$ cat src/rtl/debounce_bank.sv
// Multi-channel debouncer: per-channel synchroniser followed by a stability counter.
// A channel accepts a new level only after STABLE_CYCLES consecutive sample_en ticks
// on which the synchronised input differs from the current debounced level.
module debounce_bank #(
    parameter int unsigned CHANNELS      = 4,
    parameter int unsigned STABLE_CYCLES = 16,
    parameter int unsigned SYNC_STAGES   = 2,
    parameter bit          RESET_LEVEL   = 1'b0
) (
    input  logic                clk,
    input  logic                rst,
    input  logic                sample_en,
    input  logic [CHANNELS-1:0] noisy,
    output logic [CHANNELS-1:0] debounced,
    output logic [CHANNELS-1:0] rise_pulse,
    output logic [CHANNELS-1:0] fall_pulse,
    output logic                any_change
);

    localparam int unsigned CntW = $clog2(STABLE_CYCLES + 1);
    localparam logic [CntW-1:0] CntLast = CntW'(STABLE_CYCLES - 1);

    // sync_q[0] samples the pins; sync_q[SYNC_STAGES-1] is the usable synchronised level
    logic [CHANNELS-1:0] sync_q [SYNC_STAGES];
    logic [CHANNELS-1:0] s;

    logic [CntW-1:0]     cnt_q [CHANNELS];
    logic [CntW-1:0]     cnt_d [CHANNELS];
    logic [CHANNELS-1:0] deb_q, deb_d;
    logic [CHANNELS-1:0] rise_q, rise_d;
    logic [CHANNELS-1:0] fall_q, fall_d;
    logic                any_q, any_d;

    assign s = sync_q[SYNC_STAGES-1];

    // Synchroniser shift register; runs every clock independent of sample_en
    always_ff @(posedge clk) begin
        if (rst) begin
            for (int st = 0; st < int'(SYNC_STAGES); st++) begin
                sync_q[st] <= {CHANNELS{RESET_LEVEL}};
            end
        end else begin
            sync_q[0] <= noisy;
            for (int st = 1; st < int'(SYNC_STAGES); st++) begin
                sync_q[st] <= sync_q[st-1];
            end
        end
    end

    // Per-channel stability counting and level acceptance
    always_comb begin
        deb_d  = deb_q;
        rise_d = '0;
        fall_d = '0;
        for (int ch = 0; ch < int'(CHANNELS); ch++) begin
            cnt_d[ch] = cnt_q[ch];
            if (s[ch] == deb_q[ch]) begin
                // Agreement at any time clears progress, so short glitches are forgotten
                cnt_d[ch] = '0;
            end else if (sample_en) begin
                if (cnt_q[ch] == CntLast) begin
                    cnt_d[ch]  = '0;
                    deb_d[ch]  = s[ch];
                    rise_d[ch] = s[ch];
                    fall_d[ch] = ~s[ch];
                end else begin
                    cnt_d[ch] = cnt_q[ch] + CntW'(1);
                end
            end
        end
        any_d = |(rise_d | fall_d);
    end

    // Counter, level and strobe registers
    always_ff @(posedge clk) begin
        if (rst) begin
            for (int ch = 0; ch < int'(CHANNELS); ch++) begin
                cnt_q[ch] <= '0;
            end
            deb_q  <= {CHANNELS{RESET_LEVEL}};
            rise_q <= '0;
            fall_q <= '0;
            any_q  <= 1'b0;
        end else begin
            for (int ch = 0; ch < int'(CHANNELS); ch++) begin
                cnt_q[ch] <= cnt_d[ch];
            end
            deb_q  <= deb_d;
            rise_q <= rise_d;
            fall_q <= fall_d;
            any_q  <= any_d;
        end
    end

    assign debounced  = deb_q;
    assign rise_pulse = rise_q;
    assign fall_pulse = fall_q;
    assign any_change = any_q;

endmodule

$ cat config.mk
export PLATFORM = sky130hd
export DESIGN_NAME = debounce_bank
export DESIGN_NICKNAME = d
export VERILOG_FILES = /design/src/rtl/debounce_bank.sv
export SDC_FILE = /design/constraint.sdc
export NUM_CORES = 1
export LEC_CHECK = 0
export CAP_MARGIN = 25
export CORE_UTILIZATION = 50
export DETAILED_ROUTE_END_ITERATION = 8
export PLACE_DENSITY = 0.82
export SYNTH_ARGS = -nofsm -noshare
export SYNTH_HDL_FRONTEND = slang
export SYNTH_SLANG_ARGS = --single-unit
$ cat constraint.sdc
create_clock -name clk -period 1.98 [get_ports clk]
set_clock_uncertainty 0.1 [all_clocks]
set_input_delay 0.495 -clock clk [delete_from_list [all_inputs] [get_ports clk]]
set_output_delay 0.495 -clock clk [all_outputs]
set_load 0.01 [all_outputs]
==> After elaboration in Yosys (flattened, before gate mapping) <==
Memory sizes are Yosys's and may differ from the RTL's.
Cells that the tools add are included.
{ "word_totals": {"reg_bits": 13, "latch_bits": 0, "mem_bits_rw": 28, "mem_bits_ro": 0, "output_inout_bits": 13, "elab_cells": 86, "mem_count": 2} }
{ "mem_list": {"columns": ["memory", "words", "width", "read_ports", "rd_ports_with_merged_regs", "wr", "line_no", "text"], "rows": [
  ["cnt_q", 4, 5, 4, 0, 4, "27", "logic [CntW-1:0] cnt_q [CHANNELS];"],
  ["sync_q", 2, 4, 2, 0, 2, "24", "logic [CHANNELS-1:0] sync_q [SYNC_STAGES];"]
]} }
{ "classes": {"n_addsub": 4, "n_mul": 0, "n_div": 0, "order_cmp": 0, "eq_ne": 8, "shifts": 0, "muxes": 45, "bitwise": 15, "n_reduce_logical": 5} }
{ "op_table": {"columns": ["op", "n"], "rows": [
  ["$mux W5", 16],
  ["$mux W1", 27],
  ["$add A5 B1 Y5 const B", 4],
  ["$eq A5 B4 Y1 const B", 4],
  ["$reduce_and A3 Y1", 4],
  ["$mux W4", 2],
  ["$not A1 Y1", 8],
  ["$or A1 B1 Y1", 6],
  ["$eq A1 B1 Y1", 4],
  ["$or A4 B4 Y4", 1],
  ["$reduce_or A4 Y1", 1]
]} }

==> Longest topological paths before layout <==
Gate-level depths: netlist (run 1).
{ "depth": {"word_depth": 6, "depth_mapped": 5, "depth_no_buf": 4} }

==> Worst setup path after synthesis (run 1) <==
Ideal clock, no wire load.
{ "synth_timing": {"kind": "in2reg", "startpoint": "input port rst", "endpoint": "register any_q (netlist: any_change)", "arrival_ns": 1.083, "required_ns": 1.747, "setup_slack_ns": 0.664, "cell_stages": 4, "path_buffers": 1, "cell_sequence": "clkbuf_1 inv_1 nand4_1 o221ai_1"} }
{ "synth_rtl": {"columns": ["element", "line_no", "text"], "rows": [
  ["from (decl)", "11", "input logic rst,"],
  ["to (signal assigned)", "91", "any_q <= any_d;"],
  ["to (decl)", "32", "logic any_q, any_d;"]
]} }

==> Final worst setup path (run 1) <==
{ "layout_timing": {"startpoint": "register deb_q[1] (netlist: debounced[1])", "endpoint": "output port debounced[1]"} }
{ "layout_rtl": {"columns": ["element", "line_no", "text"], "rows": [
  ["from (decl)", "29", "logic [CHANNELS-1:0] deb_q, deb_d;"],
  ["from (signal assigned)", "80", "deb_q <= {CHANNELS{RESET_LEVEL}};"],
  ["to (decl)", "14", "output logic [CHANNELS-1:0] debounced,"]
]} }
No word-level cell between the ends.

==> flow_summary.json, run 1 <==
{
  "r2r-end": "debounced[3]",
  "initial_core_util_pct": 53.1,
  "crit_family": "buffers and inverters",
  "p_switching_uw": 306,
  "avgRoutedWirePerCell_um": 12.4,
  "antenna_found_initial": 0,
  "cts_tree": "yes",
  "hold_viol": 0,
  "worst_slew_pin_slew_ps": 227,
  "clk_pin_slew_ps": 120,
  "crit_path_start": "debounced[1]",
  "leakagePower_uw": 0.000719,
  "clk_path_buf_depth": 2,
  "setup_viol_count_final": 0,
  "ctsHoldBuffers": 0,
  "cellPowerDensity_nw_per_um2": 737,
  "r2r_cells": 4,
  "critPathSlowestCell": "clkdlybuf4s50_1",
  "ys_ff_latch": 41,
  "io_buffer_count": 19,
  "syn_to_final_growth_pct": 21.0,
  "clockRootBuffer": "clkbuf_4",
  "final_cell_mix": "dfxtp_1, clkdlybuf4s50_1, nand2_1",
  "syn_nets": 176,
  "grtUsageTotal_pct": 19.5,
  "switching_share_pct": 20.8,
  "rsz0062_at_grt": "no",
  "final-max-slew-violation-count": 0,
  "die_width_um": 59.4,
  "period_minus_slack_ps": 1920,
  "htreeDepth": 2,
  "maxCapViolCount": 0,
  "gp_congestion": 0.752,
  "io_pins": 20,
  "cp_max_fo": 4,
  "die_area_um2": 3530,
  "cp_num_buf_inv": 1,
  "synth_area_um2": 1650,
  "drc": 0,
  "crit_chain": "clkdlybuf4s50_1",
  "die_h_um": 59.4,
  "hold_class": "flop to flop",
  "fmax_mhz": 522,
  "yosysSeqAreaShare_pct": 49.8,
  "vias_per_cell": 5.22,
  "startpoint_type": "flop",
  "rows": 20,
  "cp-end-kind": "output port",
  "avgSynthCellArea_um2": 9.99,
  "routed_wl_um": 2910,
  "crit_end": "debounced[1]",
  "antennaDiodeCount": 0,
  "cts_buffers": 5,
  "drive_above_1_share_pct": 9.95,
  "grt_pass1_vias": 1175,
  "tns_ps": 0,
  "crit_cells": 1,
  "insertion_delay_ps": 360,
  "finalPower_uw": 1470,
  "final_common_cell": "dfxtp_1",
  "drt_iter0_drc": 45,
  "grt_max_degree": 23,
  "synthCells": 165,
  "ir_drop_v": 0.000584,
  "status": "complete, no violations",
  "worstSetupPathType": "flop to output port",
  "p_int_uw": 1170,
  "layout.nets": 201,
  "p_seq_share_pct": 57.1,
  "critical_path_arrival_ps": 1320,
  "antenna_left": 0,
  "cpPeakStageDelay_ps": 560,
  "fin_crit_sh_pct": 96.7,
  "synth.distinct_cells": 34,
  "power_frac_comb_pct": 4.1,
  "clock-sinks": 41,
  "gr-total-overflow": 0,
  "p_clk_share_pct": 38.9,
  "yosysWarningCount": 0,
  "core_um2": 3100,
  "grt_pass1_wl_um": 5020,
  "r2r_slack_ps": 520,
  "max_slew_margin_pct": 84.8,
  "dr.pass1.iters": 4,
  "reg2reg_from": "cnt_q[3][0]",
  "hpwl_um": 2110,
  "num_vias": 1226,
  "required_ps": 1380
}
## worst min path at each step
stage	start	to	slack, ps	cells after the start
6_report	sync_q[0][2]	sync_q[0][6]	350	1
3_5_place_dp	sync_q[0][2]	sync_q[0][6]	330	1
3_3_place_gp	sync_q[0][2]	sync_q[0][6]	320	1
4_1_cts	sync_q[0][2]	sync_q[0][6]	360	1
2_1_floorplan	sync_q[0][0]	sync_q[0][4]	310	1
5_1_grt	sync_q[0][3]	sync_q[0][7]	370	1
## per-layer routing
| layer | GRT usage [%] | share of wire (%) |
|---|---|---|
| met1 | 23.3 | 47 |
| met5 | 0 | 0 |
| met2 | 31.1 | 47 |
| met3 | 6.99 | 4.1 |
| met4 | 9.18 | 2.1 |
## power by group through the flow
stage	Combinational (µW)	Sequential [µW]	Clock, µW
detailed placement	60.5	858	0
global route	66.5	841	620
global placement	58.8	857	0
CTS	60.5	839	580
floorplan	37.6	856	0
finish	60.2	839	572
## registers in the layout, summed over array words and instances (netlist names)
signal / flops
cnt_q: 20
sync_q: 8
any_change: 1
debounced: 4
fall_pulse: 4
rise_pulse: 4
## final cells by class
type                            count  area (µm²)
Clock buffer                        6        51.3
Clock inverter                      2        37.5
Fill cell                         272        1110
Inverter                            5        18.8
Multi-Input combinational cell    114         777
Sequential cell                    41         823
Tap cell                           44        55.1
Timing Repair Buffer               23         233
## per-stage QoR
| stage | setup slack (ps) | instance area (µm²) | util (%) | cells | hold WS [ps] |
|---|---|---|---|---|---|
| 2_1_floorplan | 664 | 1650 | - | 165 | 314 |
| 3_3_place_gp | 73.0 | 1900 | 61.4 | 227 | 318 |
| 3_5_place_dp | 21.7 | 1900 | 61.4 | 227 | 331 |
| 4_1_cts | 10.1 | 1990 | 64.2 | 235 | 358 |
| 5_1_grt | 19.3 | 2000 | 64.3 | 235 | 369 |
| 6_report | 64.9 | 2000 | 64.3 | 235 | 352 |
## Yosys cell counts
library cell	number	area, µm²
dfxtp_1	41	821
nand2_1	13	48.8
nor2_1	10	37.5
nor2b_1	10	62.6
xor2_1	10	87.6
a21oi_1	9	45.0
nand2b_1	9	56.3
nor3_1	8	40.0
inv_1	5	18.8
nand4_1	5	31.3
and4b_1	4	40.0
ha_1	4	50.1
nand3_1	4	20.0
o21ai_0	4	20.0
and4_1	3	26.3
nand3b_1	3	22.5
buf_2	2	10.0
nand4_4	2	42.5
nand4b_1	2	17.5
nor4b_2	2	30.0
or3b_1	2	17.5
a21bo_2	1	10.0
a21o_1	1	7.51
a22oi_1	1	7.51
a41oi_1	1	8.76
buf_4	1	7.51
buf_6	1	11.3
clkbuf_1	1	3.75
mux2i_1	1	10.0
nor3b_1	1	7.51
o221ai_1	1	8.76
o22ai_1	1	6.26
or2_1	1	6.26
xnor2_1	1	8.76
## cell families (layout without fill, tap and decap cells)
logic type               Yosys count  in the layout  synth area share [%]
AO/OA/AOI/OAI                     19             19                  6.91
XOR/XNOR                          11             11                  5.84
adder cells (fa/ha/maj)            4              4                  3.04
buffers and inverters             10             36                  3.11
flip-flops                        41             41                  49.8
multiplexers                       1              1                 0.607
AND/OR/NAND/NOR                   79             79                  30.7
## what timing repair did
action | in CTS | in global routing
endpoints found under the setup margin | 0 | 2
resized for setup | 0 | 2
buffers inserted | 0 | 0
Note: power is estimated with default switching activity, not from simulation.
==> inputs of run 2 (changes only) <==
Settings changed: DONT_BUFFER_PORTS set to 1, PLACE_DENSITY 0.82 to 0.74.
==> run 2 against run 1 <==
Net effect:
- critical path depth up 3
- global-route usage is 3.1 points lower
- routed wire length shrank 10%
- combinational power down 57%
- utilization decreased by 8.2 points
- worst hold slack worse by 250 ps
- power shrank 10%
- non-clock buffer count decreased by 23
- worst setup slack gained 480 ps
- register-to-register slack better by 30 ps
- critical path type is now flop to flop
- critical endpoint is now fall_pulse[2]
- largest cell class unchanged
==> flow_summary.json, run 2 (synthesized netlist as in run 1, its figures left out) <==
{
  "core_um2": 3100,
  "die_area_um2": 3530,
  "clock-sinks": 41,
  "finalPower_uw": 1320,
  "clockRootBuffer": "clkbuf_4",
  "grt_pass1_vias": 990,
  "cts_buffers": 5,
  "fmax_mhz": 698,
  "postLayoutCoreUtil_pct": 56.1,
  "tns_ps": 0,
  "finalNonFillerCells": 212,
  "worstSetupPathType": "flop to flop",
  "insertion_delay_ps": 340,
  "fillers": 289,
  "final_cell_mix": "dfxtp_1, nand2_1, xor2_1, nor2_1, nor2b_1",
  "startpoint_type": "flop",
  "antennaDiodeCount": 0,
  "gp_congestion": 0.822,
  "layout.nets": 178,
  "period_minus_slack_ps": 1430,
  "clk_pin_slew_ps": 110,
  "required_ps": 2140,
  "grtUsageTotal_pct": 16.4,
  "die_h_um": 59.4,
  "crit_chain": "ha_1 -> nand4_4 -> or2_1 -> nor4b_2",
  "status": "complete, no violations",
  "hold_class": "primary input to flop",
  "setup_viol_count_final": 0,
  "htreeDepth": 2,
  "final-max-slew-violation-count": 0,
  "io_pins": 20,
  "rows": 20,
  "initial_core_util_pct": 53.1,
  "critPathSlowestCell": "dfxtp_1",
  "r2r_cells": 4,
  "antenna_found_initial": 0,
  "dp_slack_ps": 566,
  "cellPowerDensity_nw_per_um2": 758,
  "syn_to_final_growth_pct": 5.61,
  "vias_per_cell": 5.33,
  "cpPeakStageDelay_ps": 390,
  "layout_setup_ws_ps": 548,
  "num_vias": 1131,
  "ctsHoldBuffers": 0,
  "cp-end-kind": "flop",
  "ir_drop_v": 0.000639,
  "critical_path_arrival_ps": 1590,
  "holdPathStages": 1,
  "fin_crit_sh_pct": 72.3,
  "gr-total-overflow": 0,
  "final_common_cell": "dfxtp_1",
  "cts_tree": "yes",
  "grt_max_degree": 30,
  "regMostFlops": "cnt_q",
  "routed_wl_um": 2620,
  "drt_iter0_drc": 48,
  "post_cts_buffers": 0,
  "dr.pass1.iters": 4,
  "drc": 0,
  "grt_pass1_wl_um": 4200,
  "maxCapViolCount": 0,
  "antenna_left": 0,
  "die_width_um": 59.4,
  "rsz0062_at_grt": "no",
  "max_slew_margin_pct": 83.2,
  "hpwl_um": 1870,
  "drive_above_1_share_pct": 7.74,
  "leakagePower_uw": 0.000623,
  "cp_max_fo": 4,
  "worst_slew_pin_slew_ps": 251,
  "ctsResizeCount": 0,
  "io_buffer_count": 0,
  "clk_path_buf_depth": 2,
  "dp.cells": 204,
  "hold_viol": 0,
  "avgRoutedWirePerCell_um": 12.3,
  "largest_reg_flops": 20,
  "reg.largest.list": "cnt_q (20), sync_q (8)"
}
run 2: final cells by class:
class	instances	area, µm²	share of cell area, %
clock buffer	7	65.1	3.74
clock inverter	1	5.00	0.287
inverter	5	18.8	1.08
multi-input combinational	114	777	44.6
sequential	41	821	47.1
tap	44	55.1	3.16
run 2: worst paths after layout:
check	slack, ps	start	end
worst max-delay path	550	cnt_q[2][0]	fall_pulse[2]
worst max register to register	550	cnt_q[2][0]	fall_pulse[2]
worst min register to register	350	sync_q[0][3]	sync_q[0][7]
worst min-delay path	110	rst	debounced[0]
run 2: worst max-delay path: cells and delay by family, from the launching register on:
kind                       cells  cell delay, ps
and+or+nand+nor                3             620
DFF                            1             390
adders and majority gates      1             250
run 2: where the power goes:
part / switching [µW] / internal (µW)
sequential: 5.20 / 833
clock: 250 / 206
combinational: 12.1 / 14.0
run 2: metal layers:
metal | part of all wire [%] | wire length [µm] | track usage [%] | vias up
met3 | 3.8 | 100 | 5.02 | 7
met1 | 48 | 1260 | 20.4 | 524
met2 | 46 | 1200 | 24.4 | 21
met5 | 0 | 0 | 0 | -
met4 | 2.2 | 58 | 10.5 | 0
li1 | - | - | - | 579
run 2: through the flow:
step / area, µm² / hold slack, ps
after global routing: 1740 / 69.4
after floorplan: 1650 / 314
after detailed placement: 1670 / 323
final: 1740 / 105
after CTS: 1740 / 85.7
after global placement: 1670 / 321
==> inputs of run 3 (changes only) <==
Clock period 1.98 ns to 1.4 ns, I/O delays scaled along.
==> run 3 against run 2 <==
Net effect:
- design area increased by 4.5%
- worst setup slack got worse by 480 ps
- first-iteration DRC count is 40% lower
- critical path depth fell by 3
- sequential cell count stayed put
- via count up 3.5%
- critical path type is now flop to output port
- highest routed layer unchanged
==> flow_summary.json, run 3 (synthesized netlist as in run 1, its figures left out) <==
{
  "status": "complete, no violations",
  "post_cts_buffers": 0,
  "rows": 20,
  "antennaDiodeCount": 0,
  "cellPowerDensity_nw_per_um2": 1000,
  "hpwl_um": 2010,
  "regMostFlops": "cnt_q",
  "drc": 0,
  "drt_iter0_drc": 29,
  "largest_reg_flops": 20,
  "cp_max_fo": 4,
  "avgRoutedWirePerCell_um": 13.5,
  "reg.largest.list": "cnt_q (20), sync_q (8)",
  "leakagePower_uw": 0.000646,
  "setup_viol_count_final": 0,
  "crit_family": "flip-flops",
  "io_pins": 20,
  "syn_to_final_growth_pct": 10.3,
  "cts_buffers": 5,
  "io_buffer_count": 0,
  "layout.nets": 183,
  "critPathSlowestCell": "dfxtp_1",
  "cp_num_buf_inv": 1,
  "cp-end-kind": "output port",
  "initial_core_util_pct": 53.1,
  "fin_crit_sh_pct": 95.3,
  "period_minus_slack_ps": 1330,
  "multi_input_area_um2": 817,
  "rsz0062_at_grt": "no",
  "worstSetupPathType": "flop to output port",
  "grt_max_degree": 30,
  "vias_per_cell": 5.42,
  "die_width_um": 59.4,
  "drive_above_1_share_pct": 16.3,
  "hold_viol": 0,
  "cpPeakStageDelay_ps": 370,
  "final_common_cell": "dfxtp_1",
  "dr.pass1.iters": 4,
  "cts_tree": "yes",
  "ir_drop_v": 0.000557,
  "final_cell_mix": "dfxtp_1, nand2_1, xor2_1, nor2_1, nor2b_1",
  "hold_slack_ps": 31.4,
  "die_h_um": 59.4,
  "clk_pin_slew_ps": 120,
  "htreeDepth": 2,
  "maxCapViolCount": 0,
  "clk_path_buf_depth": 2,
  "tns_ps": 0,
  "num_vias": 1171,
  "worst_slew_pin_slew_ps": 719,
  "core_um2": 3100,
  "critical_path_arrival_ps": 880,
  "clockRootBuffer": "clkbuf_4",
  "gr-total-overflow": 0,
  "grt_pass1_wl_um": 4880,
  "hold_class": "primary input to flop",
  "startpoint_type": "flop",
  "die_area_um2": 3530,
  "crit_chain": "buf_4",
  "clock-sinks": 41,
  "required_ps": 950,
  "gp_congestion": 0.824,
  "regArea_um2": 831,
  "fmax_mhz": 750,
  "antenna_left": 0,
  "routed_wl_um": 2910,
  "antenna_found_initial": 0,
  "grt_pass1_vias": 1109,
  "grtUsageTotal_pct": 19.0,
  "final-max-slew-violation-count": 0,
  "max_slew_margin_pct": 52.1,
  "fillers": 286,
  "insertion_delay_ps": 350
}
==> run 3: cell type report <==
class	count	area share, %
multi-input cells	114	44.9
flip-flops and latches	41	45.7
inverters	5	1.03
well taps	44	3.03
repair buffers	5	2.34
clock buffers	7	3.03
==> run 3: power by group <==
| group | switching [µW] | leakage (µW) | total (µW) | internal (µW) |
|---|---|---|---|---|
| sequential | 8.14 | 0.000335 | 1190 | 1180 |
| clock | 353 | 0.0000314 | 591 | 237 |
| combinational | 26.0 | 0.000279 | 49.0 | 23.0 |
==> run 3: worst paths after layout <==
path / start / to / slack (ps) / depth (start not counted)
max: debounced[2] / debounced[2] / 70 / 1
min: noisy[2] / sync_q[0][2] / 30 / 1
max reg2reg: cnt_q[2][0] / debounced[2] / 70 / 4
min reg2reg: sync_q[0][1] / sync_q[0][5] / 340 / 1
==> run 3: what timing repair did <==
action                                  in CTS  in global routing
endpoints found under the setup margin       3                 12
gates resized for setup                      2                 16
endpoints found under the hold margin       16                  0
hold buffers                                 1                  0
==> run 3: metrics by stage <==
stage                     total power, µW  cell area (µm²)  cells  util (%)  worst slack, ps
after global placement               1250             1700    208      54.8             65.6
after global routing                 1900             1820    216      58.6             1.21
final                                1830             1820    216      58.6             66.2
after detailed placement             1250             1700    208      54.8             5.26
after floorplan                      1260             1650    165         -             98.0
after CTS                            1840             1770    216      57.1             7.65
==> run 3: metal layers <==
| metal | wire, µm | global-route usage (%) |
|---|---|---|
| met2 | 1380 | 30.7 |
| met4 | 50 | 8.16 |
| met1 | 1350 | 22.7 |
| met3 | 126 | 6.99 |
| met5 | 0 | 0 |
